`src/rtl/csm_pkg.sv`:
```
// Shared definitions for the two-port lock-protected register block:
// command opcodes, lock states and the owner output encoding.
package csm_pkg;

   typedef enum logic [1:0] {
      OpWrite   = 2'd0,
      OpRead    = 2'd1,
      OpHold    = 2'd2,
      OpRelease = 2'd3
   } op_e;

   localparam logic [1:0] OwnerFree = 2'd0;
   localparam logic [1:0] OwnerA    = 2'd1;
   localparam logic [1:0] OwnerB    = 2'd2;

   // State values double as the owner output encoding.
   typedef enum logic [1:0] {
      StFree  = OwnerFree,
      StAHold = OwnerA,
      StBHold = OwnerB
   } lock_e;

endpackage

```
`src/rtl/csm_regfile.sv`:
```
// Shared register array: two write ports (port A wins on an address clash)
// and two asynchronous read ports.
module csm_regfile
   import csm_pkg::*;
#(
   parameter int unsigned DATA_W = 8,
   parameter int unsigned ADDR_W = 2
) (
   input  logic              clk,
   input  logic              rst_n,
   input  logic              a_we,
   input  logic [ADDR_W-1:0] a_waddr,
   input  logic [DATA_W-1:0] a_wdata,
   input  logic              b_we,
   input  logic [ADDR_W-1:0] b_waddr,
   input  logic [DATA_W-1:0] b_wdata,
   input  logic [ADDR_W-1:0] a_raddr,
   output logic [DATA_W-1:0] a_rdata,
   input  logic [ADDR_W-1:0] b_raddr,
   output logic [DATA_W-1:0] b_rdata
);

   localparam int unsigned Depth = 2 ** ADDR_W;

   logic [DATA_W-1:0] regs_q [Depth];

   always_ff @(posedge clk) begin
      if (!rst_n) begin
         for (int i = 0; i < Depth; i++) begin
            regs_q[i] <= '0;
         end
      end else begin
         if (a_we) begin
            regs_q[a_waddr] <= a_wdata;
         end
         if (b_we && !(a_we && (a_waddr == b_waddr))) begin
            regs_q[b_waddr] <= b_wdata;
         end
      end
   end

   assign a_rdata = regs_q[a_raddr];
   assign b_rdata = regs_q[b_raddr];

endmodule

```
`src/rtl/csm_port_ctrl.sv`:
```
// Two-processor shared register block with a HOLD/RELEASE lock.
// Optional idle-owner forced release under macro CSM_HOLD_TIMEOUT_EN.
module csm_port_ctrl
   import csm_pkg::*;
#(
   parameter int unsigned DATA_W       = 8,
   parameter int unsigned ADDR_W       = 2,
   parameter int unsigned HOLD_TIMEOUT = 16
) (
   input  logic              clk,
   input  logic              rst_n,
   input  logic              a_req,
   input  logic [1:0]        a_op,
   input  logic [ADDR_W-1:0] a_addr,
   input  logic [DATA_W-1:0] a_wdata,
   output logic [DATA_W-1:0] a_rdata,
   output logic              a_ack,
   output logic              a_err,
   input  logic              b_req,
   input  logic [1:0]        b_op,
   input  logic [ADDR_W-1:0] b_addr,
   input  logic [DATA_W-1:0] b_wdata,
   output logic [DATA_W-1:0] b_rdata,
   output logic              b_ack,
   output logic              b_err,
   output logic [1:0]        owner
);

   if (HOLD_TIMEOUT < 1) begin : gen_param_check
      $error("HOLD_TIMEOUT must be at least 1");
   end

   lock_e             state_q, state_d;
   logic              a_we, b_we;
   logic              a_grant, b_grant, a_rel, b_rel;
   logic              a_err_d, b_err_d;
   logic [DATA_W-1:0] a_rd, b_rd, a_rdata_d, b_rdata_d;
   logic              timeout;

   csm_regfile #(
      .DATA_W(DATA_W),
      .ADDR_W(ADDR_W)
   ) u_regfile (
      .clk    (clk),
      .rst_n  (rst_n),
      .a_we   (a_we),
      .a_waddr(a_addr),
      .a_wdata(a_wdata),
      .b_we   (b_we),
      .b_waddr(b_addr),
      .b_wdata(b_wdata),
      .a_raddr(a_addr),
      .a_rdata(a_rd),
      .b_raddr(b_addr),
      .b_rdata(b_rd)
   );

   // Both ports are judged against the lock state held before this cycle.
   always_comb begin
      a_we      = 1'b0;
      b_we      = 1'b0;
      a_grant   = 1'b0;
      b_grant   = 1'b0;
      a_rel     = 1'b0;
      b_rel     = 1'b0;
      a_err_d   = 1'b0;
      b_err_d   = 1'b0;
      a_rdata_d = '0;
      b_rdata_d = '0;

      if (a_req) begin
         if (state_q == StBHold) begin
            a_err_d = 1'b1;
         end else begin
            case (op_e'(a_op))
               OpWrite:   a_we = 1'b1;
               OpRead:    a_rdata_d = a_rd;
               OpHold:    a_grant = (state_q == StFree);
               OpRelease: begin
                  if (state_q == StAHold) a_rel = 1'b1;
                  else                    a_err_d = 1'b1;
               end
               default: ;
            endcase
         end
      end

      if (b_req) begin
         if (state_q == StAHold) begin
            b_err_d = 1'b1;
         end else begin
            case (op_e'(b_op))
               OpWrite: begin
                  if (a_we && (a_addr == b_addr)) b_err_d = 1'b1;
                  else                            b_we = 1'b1;
               end
               OpRead:    b_rdata_d = b_rd;
               OpHold: begin
                  if (state_q == StFree) begin
                     if (a_grant) b_err_d = 1'b1;
                     else         b_grant = 1'b1;
                  end
               end
               OpRelease: begin
                  if (state_q == StBHold) b_rel = 1'b1;
                  else                    b_err_d = 1'b1;
               end
               default: ;
            endcase
         end
      end
   end

`ifdef CSM_HOLD_TIMEOUT_EN
   localparam int unsigned CntW = $clog2(HOLD_TIMEOUT + 1);

   logic [CntW-1:0] cnt_q, cnt_d;
   logic            held, owner_cmd;

   assign held      = (state_q != StFree);
   assign owner_cmd = ((state_q == StAHold) && a_req) || ((state_q == StBHold) && b_req);
   assign timeout   = held && !owner_cmd && (cnt_q == CntW'(HOLD_TIMEOUT - 1));

   always_comb begin
      cnt_d = '0;
      if (held && !owner_cmd && !timeout) begin
         cnt_d = cnt_q + 1'b1;
      end
   end

   always_ff @(posedge clk) begin
      if (!rst_n) cnt_q <= '0;
      else        cnt_q <= cnt_d;
   end
`else
   assign timeout = 1'b0;
`endif

   always_comb begin
      state_d = state_q;
      if (a_grant) begin
         state_d = StAHold;
      end else if (b_grant) begin
         state_d = StBHold;
      end else if (a_rel || b_rel || timeout) begin
         state_d = StFree;
      end
   end

   always_ff @(posedge clk) begin
      if (!rst_n) begin
         state_q <= StFree;
         a_ack   <= 1'b0;
         b_ack   <= 1'b0;
         a_err   <= 1'b0;
         b_err   <= 1'b0;
         a_rdata <= '0;
         b_rdata <= '0;
      end else begin
         state_q <= state_d;
         a_ack   <= a_req;
         b_ack   <= b_req;
         a_err   <= a_err_d;
         b_err   <= b_err_d;
         a_rdata <= a_rdata_d;
         b_rdata <= b_rdata_d;
      end
   end

   assign owner = state_q;

endmodule

```
`config.mk`:
```
export PLATFORM = sky130hd
export DESIGN_NAME = csm_port_ctrl
export DESIGN_NICKNAME = d
export VERILOG_FILES = /design/src/rtl/csm_pkg.sv /design/src/rtl/csm_regfile.sv /design/src/rtl/csm_port_ctrl.sv
export SDC_FILE = /design/constraint.sdc
export NUM_CORES = 1
export LEC_CHECK = 0
export CAP_MARGIN = 10
export CORE_UTILIZATION = 56
export DETAILED_ROUTE_END_ITERATION = 7
export GPL_TIMING_DRIVEN = 1
export HOLD_SLACK_MARGIN = 0.08
export PLACE_DENSITY = 0.85
export SLEW_MARGIN = 40
export SYNTH_ARGS = -nofsm -noshare
export SYNTH_HDL_FRONTEND = slang
export SYNTH_SLANG_ARGS = --single-unit
```
`constraint.sdc`:
```
create_clock -name clk -period 7 [get_ports clk]
set_input_delay 1.05 -clock clk [delete_from_list [all_inputs] [get_ports clk]]
set_output_delay 1.05 -clock clk [all_outputs]
set_load 0.02 [all_outputs]
```
# After elaboration in Yosys (flattened, before gate mapping)
# Memories as Yosys holds them, arrays and structs flattened. A register that Yosys moved wholly into a read port is not among the register bits.
# Cells that the tools add are included.
# op_classes
add_sub_neg	0
multipliers	0
div	0
order_cmp	0
eq_ne	9
shifts	0
mux	48
bitwise	5
n_reduce_logical	16
# op_table
operator	count
1-bit two-way mux	41
8-bit two-way mux	2
8-bit OR reduction	2
2-bit == test, second input constant	5
2-bit two-way mux	4
4-bit OR reduction	2
2-bit by 1-bit == test with 1-bit output, second input constant	3
2-bit logical NOT	3
1-bit inverter	5
2-bit AND reduction	2
1-bit one-hot mux with 3 select lines	1
3-bit nonzero test	1
2-bit == test	1
1-bit logical AND	2
2-bit nonzero test	1
2-bit OR reduction	1
1-bit logical NOT	1
1-bit logical OR	1
# totals
reg_bits	6
latchBits	0
mem_bits_rw	32
mem_bits_ro	0
input_bits	28
wordCells	85
mem_count	1
# mem_list
memory	words	width	rd	rd_clocked_by_memory_dff	write_ports	line_no	source
u_regfile.regs_q	4	8	2	2	4	csm_regfile.sv:25	logic [DATA_W-1:0] regs_q [Depth];

# Longest topological paths before layout
# logic_depth
depth_word	15
depth_mapped	6
depth_no_buf	4

# Cells and area by module
# Synthesis repeated with hierarchy kept, for this count alone.
# unflattened
hier_cells	212
hier_area_um2	2665.1
# modules_own_cells
module	n_inst	cells_per_inst	area_per_inst_um2	seq_area_each_um2
csm_regfile	1	136	1911.8	960.9
csm_port_ctrl	1	76	753.2	440.4

# Least setup slack after synthesis
# No wires, ideal clock.
# synth_timing
path_type	input -> register
from	input port a_req
to	memory u_regfile.regs_q[3][0] (enable)
setup_ns	0.404
t_arrival_ns	2.522
required_ns	6.596
path_slack_ns	4.074
path_stages	3
path_buffers	0
path_cell_list	nor2b_2 > nand3_1 > o311ai_0
# synth_lines
element	line_no	source
start: declaration	csm_port_ctrl.sv:12	input logic a_req,
end: declaration	csm_regfile.sv:25	

==> flow_summary.toml <==
[cells_and_area]
diodes = 0
design_area_mm2 = 0.003214
syn_to_final_growth_pct = 22.57
fin_util_pct = 72.82
nets = 272
multi_input_area_mm2 = 0.001105
fillerInstances = 307
drive_gt1_share_pct = 12.24
regArea_mm2 = 0.001401

[clock_network]
cts_tree = "yes"
cts_hold_buffers = 0
cts_buffers = 5
clk_latency_ns = 0.32
clockRootBuffer = "clkbuf_8"
clk_pin_slew_ns = 0.11
ctsHtreeMaxLevel = 2
cts.sinks = 54
cts_setup_buffers = 0
ctsResizeCount = 0
cts_max_path_buffers = 2

[timing]
skew_ns = 0.01239
slew_headroom_pct = 49.69
fin_setup_tns_ns = 0
layout_setup_ws_ns = 3.696
maxSlewViolCount = 0
fin_crit_ns = 3.304
worst_pin_slew_ns = 0.7523
finalSetupViolations = 0
fin_crit_sh_pct = 47.20
timing.fmax_mhz = 302.7
hold_viol = 0
rsz0062_at_grt = "false"

[yosys]
synth.distinct_cells = 35
synthFlopType = "edfxtp_1"
synth_top_area_share_pct = 36.64
yosysTopAreaCell = "edfxtp_1"
syn_avg_cell_area_um2 = 13.18
ys_warn_count = 0
synth_most_common_cell = "edfxtp_1"
synth_commonest_cells = "edfxtp_1, a22o_1, dfxtp_1, mux4_2"
synth-edff-count = 32
synth_cells = 199
ys_seq_elements = 54
async_flop_share_pct = 0
netlist_area_mm2 = 0.002623
syn_nets = 227
synth_area_leaders = "edfxtp_1, dfxtp_1, mux4_2, a22o_1, mux2i_1"
ys_seq_area_share_pct = 53.44

[global_route]
groute.usage.overall_pct = 24.35
grt_pass1_vias = 1731
antenna_found_initial = 0
grt_max_degree = 19
gr-total-overflow = 0
grt_pass1_wl_mm = 9.011

[critical_path]
cp-start-kind = "primary input"
end_kind = "flip-flop"
cp_max_fo = 12
cp.arrival_ns = 3.33
worstSetupPathType = "in2reg"
cp.required_ns = 7.02

[routing]
first_pass_iters = 4
drt_iter0_drc = 149
ant_nets = 0
wl_per_cell_um = 18.51
met1Wirelength_mm = 2.413
met3_length_um = 285
vias = 1816
drt-total-wl_mm = 5.496
drc = 0
highest_layer = "met4"
routed_via_density = 6.114
wl_met2_mm = 2.763

[power_and_ir_drop]
leakage_nw = 1.285
vdd_drop_max_mv = 0.1323
totalPowerFinal_w = 0.0006152
p_per_area_mw_per_mm2 = 191.4

[floorplan]
io_pins = 50
start_util_pct = 59.41
core_mm2 = 0.004414
die_x_um = 70.43
rows = 24
die_h_um = 70.43
fp.dieArea_mm2 = 0.004960

[placement]
io_buffers = 49
routabilityCongestion = 0.8269
dpl.hpwl_mm = 4.273
place_area_mm2 = 0.003114
pre_cts_ws_ns = 3.365

[worst_hold_path]
hold_path_class = "reg2reg"

[flow_run]
maxCapViolations = 0

[run_status]
status = "completed"
flip-flops by register name, indices dropped and copies added (netlist names):
name              cells
a_ack                 1
u_regfile.regs_q     32
b_ack                 1
a_rdata               8
b_err                 1
owner                 2
b_rdata               8
a_err                 1
worst max-delay path: stages:
cell and delay, ns:
clkdlybuf4s50_1 0.96, xnor2_1 0.19, nand2_1 0.15, o211a_1 0.38, or3_1 0.58
stage by stage:
| stage | std cells | hold slack, ns |
|---|---|---|
| floorplan | 199 | 0.6135 |
| global placement | 288 | 0.5691 |
| detailed placement | 289 | 0.5881 |
| CTS | 297 | 0.6016 |
| global route | 297 | 0.6398 |
| finish | 297 | 0.6033 |
final timing paths:
check	from	end	slack (ns)	depth (start not counted)
worst min-delay path	owner[0]	owner[0]	0.60	2
worst max register to register	owner[0]	u_regfile.regs_q[1][1]	4.71	4
worst min register to register	owner[0]	owner[0]	0.60	2
worst max-delay path	a_addr[0]	u_regfile.regs_q[1][1]	3.70	5
routing by layer:
metal / vias up / track usage (%)
met3: 2 / 4.906
li1: 849 / -
met4: 0 / 7.556
met2: 62 / 39.15
met1: 903 / 33.33
met5: - / 0
where the power goes:
group	total, W	internal, W	leakage (nW)	switching [W]
sequential	0.000356	0.000348	0.513	0.00000759
combinational	0.0000794	0.0000415	0.723	0.0000379
clock	0.000180	0.0000726	0.0489	0.000107
area by class of cell:
class | instances | share of cell area, %
flip-flops and latches | 54 | 43.60
multi-input cells | 118 | 34.37
repair buffers | 50 | 15.41
clock buffers | 5 | 2.141
well taps | 52 | 2.024
inverters | 15 | 1.752
clock inverters | 3 | 0.7007
cells in the final DEF, fill, tap and decap left out, drive strengths merged:
cell type	n
nor3	4
nor2b	11
nor4	2
and2	1
nand2b	2
nor2	3
o211ai	1
buf	1
and3	11
mux2i	8
inv	17
clkdlybuf4s50	49
o311a	1
clkbuf	5
a21oi	2
edfxtp	32
nand4	1
xnor2	2
o211a	3
a22o	24
maj3	1
a211oi	2
nand3	1
mux4	16
a21boi	1
nor3b	1
and4	1
nand2	15
clkinv	1
dfxtp	22
or3	3
o311ai	1
cells by family (layout without fill, tap and decap cells):
family / Yosys count / count (layout) / synth area share (%)
flip-flops: 54 / 54 / 53.43
XOR/XNOR: 2 / 2 / 0.6681
multiplexers: 24 / 24 / 16.79
buffers and inverters: 27 / 73 / 5.057
adder cells (fa/ha/maj): 1 / 1 / 0.3817
AND/OR/NAND/NOR: 56 / 56 / 12.26
AO/OA/AOI/OAI: 35 / 35 / 11.40
Note: power is estimated with default switching activity, not from simulation.
